File: src/rtl/washer_fsmw_pkg.sv
// Shared definitions for the washing-machine program controller:
// state encodings, program codes, motor codes, default phase durations
// and the phase-sequencing helpers used by the controller.
package washer_fsmw_pkg;

  typedef enum logic [3:0] {
    ST_IDLE      = 4'd0,
    ST_FILL      = 4'd1,
    ST_WAIT_SOAP = 4'd2,
    ST_WASH      = 4'd3,
    ST_DRAIN1    = 4'd4,
    ST_RINSE     = 4'd5,
    ST_DRAIN2    = 4'd6,
    ST_SPIN      = 4'd7,
    ST_DONE      = 4'd8
  } state_t;

  typedef enum logic [2:0] {
    PROG_COLD_WASH   = 3'b000,
    PROG_HOT_WASH    = 3'b001,
    PROG_RINSING_DRY = 3'b010,
    PROG_ONLY_DRY    = 3'b011
  } prog_t;

  localparam logic [1:0] MOTOR_OFF     = 2'b00;
  localparam logic [1:0] MOTOR_AGITATE = 2'b01;
  localparam logic [1:0] MOTOR_SPIN    = 2'b10;

  localparam int DEF_FILL_T  = 10;
  localparam int DEF_WASH_T  = 30;
  localparam int DEF_DRAIN_T = 10;
  localparam int DEF_RINSE_T = 20;
  localparam int DEF_SPIN_T  = 20;

  // Codes with the MSB set are not programs.
  function automatic logic prog_valid(input logic [2:0] code);
    return (code[2] == 1'b0);
  endfunction

  // Phase a freshly accepted program starts in.
  function automatic state_t first_phase(input prog_t p);
    state_t s;
    s = ST_SPIN;
    case (p)
      PROG_COLD_WASH,
      PROG_HOT_WASH:    s = ST_FILL;
      PROG_RINSING_DRY: s = ST_RINSE;
      default:          s = ST_SPIN;
    endcase
    return s;
  endfunction

  // Phase following a completed one. All programs share the tail of the
  // chain, so the program code only matters for the entry phase.
  function automatic state_t phase_after(input state_t s, input logic soap_present);
    state_t nxt;
    nxt = s;
    case (s)
      ST_FILL:   nxt = soap_present ? ST_WASH : ST_WAIT_SOAP;
      ST_WASH:   nxt = ST_DRAIN1;
      ST_DRAIN1: nxt = ST_RINSE;
      ST_RINSE:  nxt = ST_DRAIN2;
      ST_DRAIN2: nxt = ST_SPIN;
      ST_SPIN:   nxt = ST_DONE;
      default:   nxt = s;
    endcase
    return nxt;
  endfunction

endpackage

File: src/rtl/washer_fsmw_phase_timer.sv
// Loadable down-counter that measures the length of the current phase.
// It is loaded with (duration - 1); the phase ends on the enabled cycle in
// which the counter already reads zero.
module washer_fsmw_phase_timer #(
  parameter int W = 8
) (
  input  logic         clk,
  input  logic         srst,
  input  logic         load,
  input  logic [W-1:0] load_value,
  input  logic         en,
  output logic         zero
);

  logic [W-1:0] count_reg;

  // Load has priority over counting; the counter saturates at zero.
  always_ff @(posedge clk) begin
    if (srst) begin
      count_reg <= '0;
    end else if (load) begin
      count_reg <= load_value;
    end else if (en && (count_reg != '0)) begin
      count_reg <= count_reg - 1'b1;
    end
  end

  assign zero = (count_reg == '0);

endmodule

File: src/rtl/washer_fsmw.sv
// Washing-machine program controller. Accepts a program and a start
// request, sequences the fill/wash/drain/rinse/spin phases, drives the
// valves, soap dispenser and motor, and shows the remaining cycle count.
// Actuator outputs are registered from the current state, so they follow
// a state change by one clock.
module washer_fsmw
  import washer_fsmw_pkg::*;
#(
  parameter int FILL_T  = DEF_FILL_T,
  parameter int WASH_T  = DEF_WASH_T,
  parameter int DRAIN_T = DEF_DRAIN_T,
  parameter int RINSE_T = DEF_RINSE_T,
  parameter int SPIN_T  = DEF_SPIN_T
) (
  input  logic       clk,
  input  logic       rst,
  input  logic       power,
  input  logic [2:0] program_selection,
  input  logic       start,
  input  logic       doorclosed,
  input  logic       soap,
  output logic       valve_in_cold,
  output logic       valve_in_hot,
  output logic       valve_out,
  output logic [1:0] motor,
  output logic [7:0] timer_display,
  output logic       program_done,
  output logic       soap_warning,
  output logic       soap_in
);

  localparam logic [7:0] TOTAL_WASH  = 8'(FILL_T + WASH_T + 2 * DRAIN_T + RINSE_T + SPIN_T);
  localparam logic [7:0] TOTAL_RINSE = 8'(RINSE_T + DRAIN_T + SPIN_T);
  localparam logic [7:0] TOTAL_DRY   = 8'(SPIN_T);

  state_t     current_state;
  prog_t      prog_reg;
  logic [7:0] timer_reg;

  logic       clear;
  logic       running;
  logic       active;
  logic       accept;
  logic       soap_ready;
  logic       ph_zero;
  logic       ph_load;
  logic [7:0] ph_load_val;
  logic       ph_en;
  state_t     next_phase;
  prog_t      sel_prog;

  // Counter preload for a phase (its duration minus one).
  function automatic logic [7:0] phase_preload(input state_t s);
    logic [7:0] v;
    v = '0;
    case (s)
      ST_FILL:   v = 8'(FILL_T - 1);
      ST_WASH:   v = 8'(WASH_T - 1);
      ST_DRAIN1,
      ST_DRAIN2: v = 8'(DRAIN_T - 1);
      ST_RINSE:  v = 8'(RINSE_T - 1);
      ST_SPIN:   v = 8'(SPIN_T - 1);
      default:   v = '0;
    endcase
    return v;
  endfunction

  // Whole-program cycle count shown on the display at acceptance.
  function automatic logic [7:0] program_total(input prog_t p);
    logic [7:0] v;
    v = TOTAL_DRY;
    case (p)
      PROG_COLD_WASH,
      PROG_HOT_WASH:    v = TOTAL_WASH;
      PROG_RINSING_DRY: v = TOTAL_RINSE;
      default:          v = TOTAL_DRY;
    endcase
    return v;
  endfunction

  // Power-off behaves exactly like reset.
  assign clear    = rst | ~power;
  assign sel_prog = prog_t'(program_selection);

  // Qualifiers for acceptance, pausing and phase advancement.
  always_comb begin
    running    = (current_state == ST_FILL)   || (current_state == ST_WASH)  ||
                 (current_state == ST_DRAIN1) || (current_state == ST_RINSE) ||
                 (current_state == ST_DRAIN2) || (current_state == ST_SPIN);
    active     = running && doorclosed;
    accept     = ((current_state == ST_IDLE) || (current_state == ST_DONE)) &&
                 start && doorclosed && prog_valid(program_selection);
    soap_ready = (current_state == ST_WAIT_SOAP) && soap && doorclosed;
    next_phase = phase_after(current_state, soap);
  end

  // Phase counter control: reload on acceptance, on leaving the soap wait
  // and whenever a phase hands over to another timed phase.
  always_comb begin
    ph_load     = 1'b0;
    ph_load_val = '0;
    if (accept) begin
      ph_load     = 1'b1;
      ph_load_val = phase_preload(first_phase(sel_prog));
    end else if (soap_ready) begin
      ph_load     = 1'b1;
      ph_load_val = phase_preload(ST_WASH);
    end else if (active && ph_zero) begin
      ph_load     = 1'b1;
      ph_load_val = phase_preload(next_phase);
    end
    ph_en = active && !ph_zero;
  end

  washer_fsmw_phase_timer #(
    .W(8)
  ) u_phase_timer (
    .clk       (clk),
    .srst      (clear),
    .load      (ph_load),
    .load_value(ph_load_val),
    .en        (ph_en),
    .zero      (ph_zero)
  );

  // Program state machine with registered actuator and status outputs.
  always_ff @(posedge clk) begin
    if (clear) begin
      current_state <= ST_IDLE;
      prog_reg      <= PROG_COLD_WASH;
      timer_reg     <= '0;
      valve_in_cold <= 1'b0;
      valve_in_hot  <= 1'b0;
      valve_out     <= 1'b0;
      motor         <= MOTOR_OFF;
      soap_in       <= 1'b0;
      soap_warning  <= 1'b0;
      program_done  <= 1'b0;
    end else begin
      // An open door silences every actuator of a running phase.
      valve_in_cold <= doorclosed &&
                       (((current_state == ST_FILL) && (prog_reg == PROG_COLD_WASH)) ||
                        (current_state == ST_RINSE));
      valve_in_hot  <= doorclosed && (current_state == ST_FILL) && (prog_reg == PROG_HOT_WASH);
      valve_out     <= doorclosed && ((current_state == ST_DRAIN1) ||
                                      (current_state == ST_DRAIN2) ||
                                      (current_state == ST_SPIN));
      soap_in       <= doorclosed && (current_state == ST_WASH);
      if (!doorclosed) begin
        motor <= MOTOR_OFF;
      end else if ((current_state == ST_WASH) || (current_state == ST_RINSE)) begin
        motor <= MOTOR_AGITATE;
      end else if (current_state == ST_SPIN) begin
        motor <= MOTOR_SPIN;
      end else begin
        motor <= MOTOR_OFF;
      end
      soap_warning  <= (current_state == ST_WAIT_SOAP);
      program_done  <= (current_state == ST_DONE);

      if (accept) begin
        current_state <= first_phase(sel_prog);
        prog_reg      <= sel_prog;
        timer_reg     <= program_total(sel_prog);
      end else if (soap_ready) begin
        current_state <= ST_WASH;
      end else if (active) begin
        timer_reg <= timer_reg - 1'b1;
        if (ph_zero) begin
          current_state <= next_phase;
        end
      end
    end
  end

  assign timer_display = timer_reg;

endmodule

File: config.mk
export PLATFORM = sky130hd
export DESIGN_NAME = washer_fsmw
export DESIGN_NICKNAME = d
export VERILOG_FILES = /design/src/rtl/washer_fsmw_pkg.sv /design/src/rtl/washer_fsmw_phase_timer.sv /design/src/rtl/washer_fsmw.sv
export SDC_FILE = /design/constraint.sdc
export NUM_CORES = 1
export LEC_CHECK = 0
export BUFFER_PORTS_ARGS = -buffer_cell sky130_fd_sc_hd__buf_2
export CAP_MARGIN = 20
export CORE_ASPECT_RATIO = 1.2
export CORE_MARGIN = 3
export CORE_UTILIZATION = 55
export CTS_CLUSTER_SIZE = 28
export DETAILED_ROUTE_END_ITERATION = 7
export PLACE_DENSITY = 0.78
export SLEW_MARGIN = 30
export SYNTH_ARGS = -nofsm -noshare
export SYNTH_HDL_FRONTEND = slang
export SYNTH_SLANG_ARGS = --single-unit
File: constraint.sdc
create_clock -name clk -period 2.15 [get_ports clk]
set_input_delay 0 -clock clk [delete_from_list [all_inputs] [get_ports clk]]
set_output_delay 0 -clock clk [all_outputs]
set_load 0.01 [all_outputs]
==> results of run 1 <==
## what timing repair did
item | in CTS | in global routing
hold buffers | 2 | 0
hold endpoints to repair | 2 | 0
resized for setup | 0 | 1
endpoints found under the setup margin | 0 | 1
## final timing paths
| check | start | to | slack (ps) | cells past startpoint |
|---|---|---|---|---|
| worst max-delay path | current_state[1]$_SDFFE_PP0P_ | u_phase_timer.count_reg[4]$_SDFFE_PP0P_ | 210 | 5 |
| worst min-delay path | program_selection[1] | timer_display[5]$_SDFFE_PP0P_ | 50 | 4 |
| worst max register to register | current_state[1]$_SDFFE_PP0P_ | u_phase_timer.count_reg[4]$_SDFFE_PP0P_ | 210 | 5 |
| worst min register to register | prog_reg[1]$_SDFFE_PP0P_ | valve_in_hot$_SDFF_PP0_ | 460 | 1 |
## routing by layer
metal	part of all wire [%]	routed length (microns)
met2	49	2075
met3	6.3	267
met4	2.1	88
met1	43	1802
met5	0	0
## critical path: stages (launching register included)
cell	delay (ps)
sky130_fd_sc_hd__dfxtp_1	560
sky130_fd_sc_hd__nor2_2	110
sky130_fd_sc_hd__and3_1	320
sky130_fd_sc_hd__nor3_4	380
sky130_fd_sc_hd__o22ai_1	180
sky130_fd_sc_hd__a2111oi_2	300
## cells in the mapped netlist, types with 2 or more instances
cell and number:
sky130_fd_sc_hd__dfxtp_1 31, sky130_fd_sc_hd__nand2_1 19, sky130_fd_sc_hd__nor2_1 19, sky130_fd_sc_hd__a21oi_1 14, sky130_fd_sc_hd__nor3_1 13, sky130_fd_sc_hd__nand3_1 10, sky130_fd_sc_hd__inv_1 7, sky130_fd_sc_hd__o21ai_0 6
sky130_fd_sc_hd__xnor2_1 6, sky130_fd_sc_hd__a211oi_1 5, sky130_fd_sc_hd__clkbuf_1 4, sky130_fd_sc_hd__and3_1 3, sky130_fd_sc_hd__ha_1 3, sky130_fd_sc_hd__nand4_1 3, sky130_fd_sc_hd__nor2b_1 3, sky130_fd_sc_hd__xor2_1 3
sky130_fd_sc_hd__a2111oi_2 2, sky130_fd_sc_hd__a31oi_1 2, sky130_fd_sc_hd__buf_2 2, sky130_fd_sc_hd__buf_6 2, sky130_fd_sc_hd__nand4b_1 2, sky130_fd_sc_hd__nor2_2 2, sky130_fd_sc_hd__nor3_4 2, sky130_fd_sc_hd__nor4_1 2
sky130_fd_sc_hd__o221ai_1 2
## cell type report
class                      count  area, sq um  area share (%)
sequential                    31        621.8           32.96
clock buffer                   6        51.30           2.719
timing repair buffer          32        185.2           9.814
tap                           34        42.54           2.255
inverter                       7        26.28           1.393
multi-input combinational    146        924.6           49.01
clock inverter                 2        35.03           1.857
## metrics by stage
stage / instances / total power [mW] / hold WS [ps]
2_1_floorplan: 193 / 0.6932 / 136.0
3_3_place_gp: 248 / 0.7276 / 287.4
3_5_place_dp: 248 / 0.7320 / 296.7
4_1_cts: 258 / 1.210 / 48.30
5_1_grt: 258 / 1.250 / 97.34
6_report: 258 / 1.219 / 49.29
## power groups by stage
stage	clock network, mW	registers, mW	logic, mW
finish	0.494	0.594	0.131
detailed placement	0	0.606	0.126
CTS	0.488	0.593	0.129
global placement	0	0.606	0.122
floorplan	0	0.605	0.0878
global route	0.510	0.595	0.145
## logic make-up after synthesis
kind of cell               Yosys count  synth area share, %
adders and majority gates            3                2.308
xor gates and xnor gates             9                4.846
buffers and inverters               16                5.000
DFF                                 31                38.15
AOI/OAI and AO/OA                   41                17.16
muxes                                1               0.6154
and+or+nand+nor                     92                31.93
==> metrics.txt, run 1 <==
outcome complete, no violations; proportion of layout cells with a drive suffix above 1 21.88%; Setup Viol. Count Final 0; Synth async-reset ratio 0%; internal power 909.7 uW; overall die height 65.57 microns; Synth Net Count 205; total routing usage reported by global routing 24.49%; number of distinct standard cells referenced by the synthesized netlist 51; ranking of synthesized cells by area sky130_fd_sc_hd__dfxtp_1, sky130_fd_sc_hd__nand2_1, sky130_fd_sc_hd__nor2_1; global routing usage on met1 28.02%; Worst Tran Pin Value 643.3 ps; share of total power in sequential cells 48.7%; Final Cycle Share 90.21%; Initial Util 57.85%; Total Nets Final 235; element type at the critical path end flop; Slew Limit Headroom 57.12%; final routed wirelength across all metal layers 4233 microns; master cell of the clock root buffer sky130_fd_sc_hd__clkbuf_4; clock tree from TritonCTS yes; number of levels the H-tree was split into 2; Antenna Cells 0; worst min-delay path category in -> reg; Detailed Place HPWL 3019 microns; clock-pin slew reported for the worst setup and hold paths after clock tree synthesis 110 ps; placeable core area 0.002811 sq mm; GR Overflow Total 0; clock tree sinks 31; maximum ir drop on the vdd rail 0.0005227 V; area of the die 0.003649 sq mm; end-of-flow core utilization 67.11%; worst setup slack after placement 150.1 ps; final max-slew violation count 0; Yosys top cell by area sky130_fd_sc_hd__dfxtp_1; detail-routed net length per standard cell 16.41 microns; Longest Clk Path Bufs 2; leading register cell type out of synthesis sky130_fd_sc_hd__dfxtp_1; Max Clock Skew 7.486 ps; layout overhead on the synthesized area 16.00%; leakage power summed over all cells 0.7286 nW; met2 track demand over resource in global routing 41.86%; average via count per standard cell 6.178; via total after detailed routing 1,594; number of clock buffers inserted by TritonCTS 5; post-synthesis instance total 193; die width 55.65 microns; Buffers on Ports 24; CP startpoint kind flop; maxcap violations 0; switch share 25.39%; via count of the first global-routing pass 1,595; Mapped Avg Cell Area 8.428 sq um; number of DRC violations after detailed-routing iteration 0 79; antenna violations before repair 0; number of endpoints with negative hold slack in the final report 0; total number of yosys warnings 0; std cell rows 21; power share of the clock group 40.5%; gpl congestion 1.018; Total Neg Setup Slack 0 ps; total of flip-flops plus latches after synthesis 31; most crowded layer after global routing met2; startpoint-to-endpoint class of the critical path reg -> reg; FILL cells 238; number of enable flip-flop cells after synthesis 0; Post-Syn Area 0.001627 sq mm; portion of total power attributed to combinational logic 10.7%; instance area after placement 0.001779 sq mm; post-synthesis sequential area ratio 38.15%; setup repair after global routing missed its margin false; Switch Pwr 309.6 uW; antenna-violating nets left 0; areal power density over the cells 646.2 mW/mm^2; commonest cells after routing, fill and taps aside sky130_fd_sc_hd__dfxtp_1, sky130_fd_sc_hd__buf_2, sky130_fd_sc_hd__nor2_1, sky130_fd_sc_hd__nand2_1, sky130_fd_sc_hd__a21oi_1; count of boundary I/O pins 25; worst-path fanout max 11; most frequent standard cell in the layout excluding fill and tap cells sky130_fd_sc_hd__dfxtp_1; clock period minus final worst setup slack 1940 ps; data arrival at the endpoint of the critical path 2190 ps; largest net degree at the start of global routing 14; data required time at the worst endpoint 2400 ps; Post-Layout Inst Area 0.001887 sq mm; fraction of synthesized cell area taken by the top area cell type 38.15%; met3 GRT Util 6.876%; Clock Latency Late Sink 350 ps; # Post-CTS Setup Buffers 0; 1st-pass router iterations 4; min setup slack post-route 210.5 ps; maximum clock frequency 515.6 MHz; global-route wire length before repair 7100 microns; Remaining DRCs 0
Power figures use the tool's default switching activity.
==> run 2, diff against run 1 <==
CORE_ASPECT_RATIO = 1.5   (was 1.2)
CORE_MARGIN = 5   (was 3)
clock period = 1.8 ns   (was 2.15 ns; I/O delays follow)
==> metrics.txt, run 2 (synthesis results as in run 1) <==
outcome finished, violations left; violated checks setup timing; startpoint-to-endpoint class of the critical path reg -> reg; master cell of the clock root buffer sky130_fd_sc_hd__clkbuf_8; proportion of layout cells with a drive suffix above 1 33.88% (+12 points); internal power 1.236 mW (+36%); number of clock buffers inserted by TritonCTS 5 (unchanged); CP startpoint kind flop; average via count per standard cell 5.979 (-3.2%); clock tree from TritonCTS yes; FILL cells 241 (+1.3%); final routed wirelength across all metal layers 4754 microns (+12%); Final Cycle Share 101.4% (+11 points); std cell rows 24 (+14%); gpl congestion 1.022 (+0.38%); count of boundary I/O pins 25 (unchanged); Antenna Cells 0 (unchanged); leakage power summed over all cells 0.8648 nW (+19%); final max-slew violation count 0 (unchanged); die width 54.40 microns (-2.2%); element type at the critical path end flop; global-route wire length before repair 7624 microns (+7.4%); share of total power in sequential cells 43.8% (-4.9 points); Total Nets Final 256 (+8.9%); worst-path fanout max 6 (-5); # placed instances 272 (+9.7%); placeable core area 0.002883 sq mm (+2.5%); Worst Tran Pin Value 386.5 ps (-256.7 ps); areal power density over the cells 757.6 mW/mm^2 (+17%); power share of the clock group 43.8% (+3.3 points); clock period minus final worst setup slack 1825 ps (-114.3 ps); clock tree sinks 31 (unchanged); portion of total power attributed to combinational logic 12.4% (+1.7 points); via total after detailed routing 1,698 (+6.5%); Clock Latency Late Sink 290 ps (-60 ps); maxcap violations 0 (unchanged); sum of internal, switching and leakage power 1.619 mW (+33%); antenna violations before repair 0 (unchanged); number of DRC violations after detailed-routing iteration 0 77 (-2.5%); Setup Viol. Count Final 1 (+1); area of the die 0.004167 sq mm (+14%); GR Overflow Total 0 (unchanged); Longest Clk Path Bufs 2 (unchanged); Slew Limit Headroom 74.23% (+17 points); setup repair after global routing missed its margin true; worst reg-to-reg setup slack -30 ps (-240 ps); clock-pin slew reported for the worst setup and hold paths after clock tree synthesis 70 ps (-40 ps); Total Neg Setup Slack -25.25 ps (-25.25 ps); Switch Pwr 382.9 uW (+24%); via count of the first global-routing pass 1,619 (+1.5%); maximum ir drop on the vdd rail 0.0005861 V (+12%); 1st-pass router iterations 4 (unchanged); data arrival at the endpoint of the critical path 2000 ps (-190 ps); largest net degree at the start of global routing 15 (+1); layout overhead on the synthesized area 31.38%; worst min-delay path category in -> reg; data required time at the worst endpoint 1980 ps (-420 ps); maximum clock frequency 547.9 MHz (+6.3%); Final Instance Count excl. Fillers 284 (+10%); min setup slack post-route -25.25 ps (-235.7 ps); detail-routed net length per standard cell 16.74 microns (+2.0%); total routing usage reported by global routing 24.67% (+0.18 points); number of endpoints with negative hold slack in the final report 0 (unchanged); Max Clock Skew 4.547 ps (-2.939 ps); commonest cells after routing, fill and taps aside sky130_fd_sc_hd__dfxtp_1, sky130_fd_sc_hd__buf_4, sky130_fd_sc_hd__buf_2; Initial Util 56.42% (-1.4 points); Detailed Place HPWL 3452 microns (+14%); Remaining DRCs 0 (unchanged); number of levels the H-tree was split into 2 (unchanged); Buffers on Ports 24 (unchanged); overall die height 76.61 microns (+17%); antenna-violating nets left 0 (unchanged); switch share 23.65% (-1.7 points)
[run 2: path summary, 6_finish.rpt]
kind / startpoint / to / depth (start not counted)
max reg2reg: u_phase_timer.count_reg[1]$_SDFFE_PP0P_ / u_phase_timer.count_reg[4]$_SDFFE_PP0P_ / 7
max: u_phase_timer.count_reg[1]$_SDFFE_PP0P_ / u_phase_timer.count_reg[4]$_SDFFE_PP0P_ / 7
min reg2reg: prog_reg[1]$_SDFFE_PP0P_ / valve_in_hot$_SDFF_PP0_ / 1
min: doorclosed / valve_in_hot$_SDFF_PP0_ / 3
[run 2: metrics by stage]
stage / worst slack, ps / utilization, % / instance area, sq um / hold slack [ps]
final: -25.25 / 74.13 / 2137 / 38.29
after global routing: -142.0 / 74.13 / 2137 / 47.34
after detailed placement: -22.04 / 66.88 / 1928 / 300.5
after global placement: 9.320 / 66.88 / 1928 / 287.9
after floorplan: 114.2 / - / 1627 / 136.0
after CTS: -54.20 / 71.44 / 2059 / 2.746
[run 2: cell type report]
| type | instances | area, sq um | area share [%] |
|---|---|---|---|
| well taps | 39 | 48.80 | 2.283 |
| repair buffers | 53 | 340.3 | 15.93 |
| clock buffers | 6 | 82.58 | 3.864 |
| clock inverters | 2 | 35.03 | 1.639 |
| inverters | 7 | 26.28 | 1.230 |
| multi-input cells | 146 | 979.7 | 45.84 |
| flip-flops and latches | 31 | 624.3 | 29.22 |
[run 2: repair_timing]
action,4_1_cts,5_1_grt
resized for setup,2,15
setup endpoints to repair,3,12
pin swaps,0,5
buffers inserted,0,3
hold buffers,1,0
hold endpoints to repair,1,0
[run 2: metal layers]
metal | share of wire [%] | GRT usage (%)
met1 | 39 | 29.16
met2 | 52 | 39.81
met3 | 5.0 | 4.697
met4 | 4.1 | 13.47
met5 | 0 | 0
[run 2: power groups by stage]
| stage | Sequential, mW | Clock [mW] | Combinational (mW) |
|---|---|---|---|
| CTS | 0.708 | 0.712 | 0.184 |
| finish | 0.710 | 0.709 | 0.200 |
| global route | 0.711 | 0.748 | 0.216 |
| floorplan | 0.723 | 0 | 0.105 |
| detailed placement | 0.724 | 0 | 0.180 |
| global placement | 0.723 | 0 | 0.178 |
[run 2: worst max-delay path: stages (launching register included)]
cell and delay [ps]:
sky130_fd_sc_hd__dfxtp_2 350, sky130_fd_sc_hd__inv_2 50, sky130_fd_sc_hd__ha_4 140, sky130_fd_sc_hd__nor3b_4 140
sky130_fd_sc_hd__and4b_2 250, sky130_fd_sc_hd__nor3_4 300, sky130_fd_sc_hd__o22ai_2 110, sky130_fd_sc_hd__a2111oi_2 370
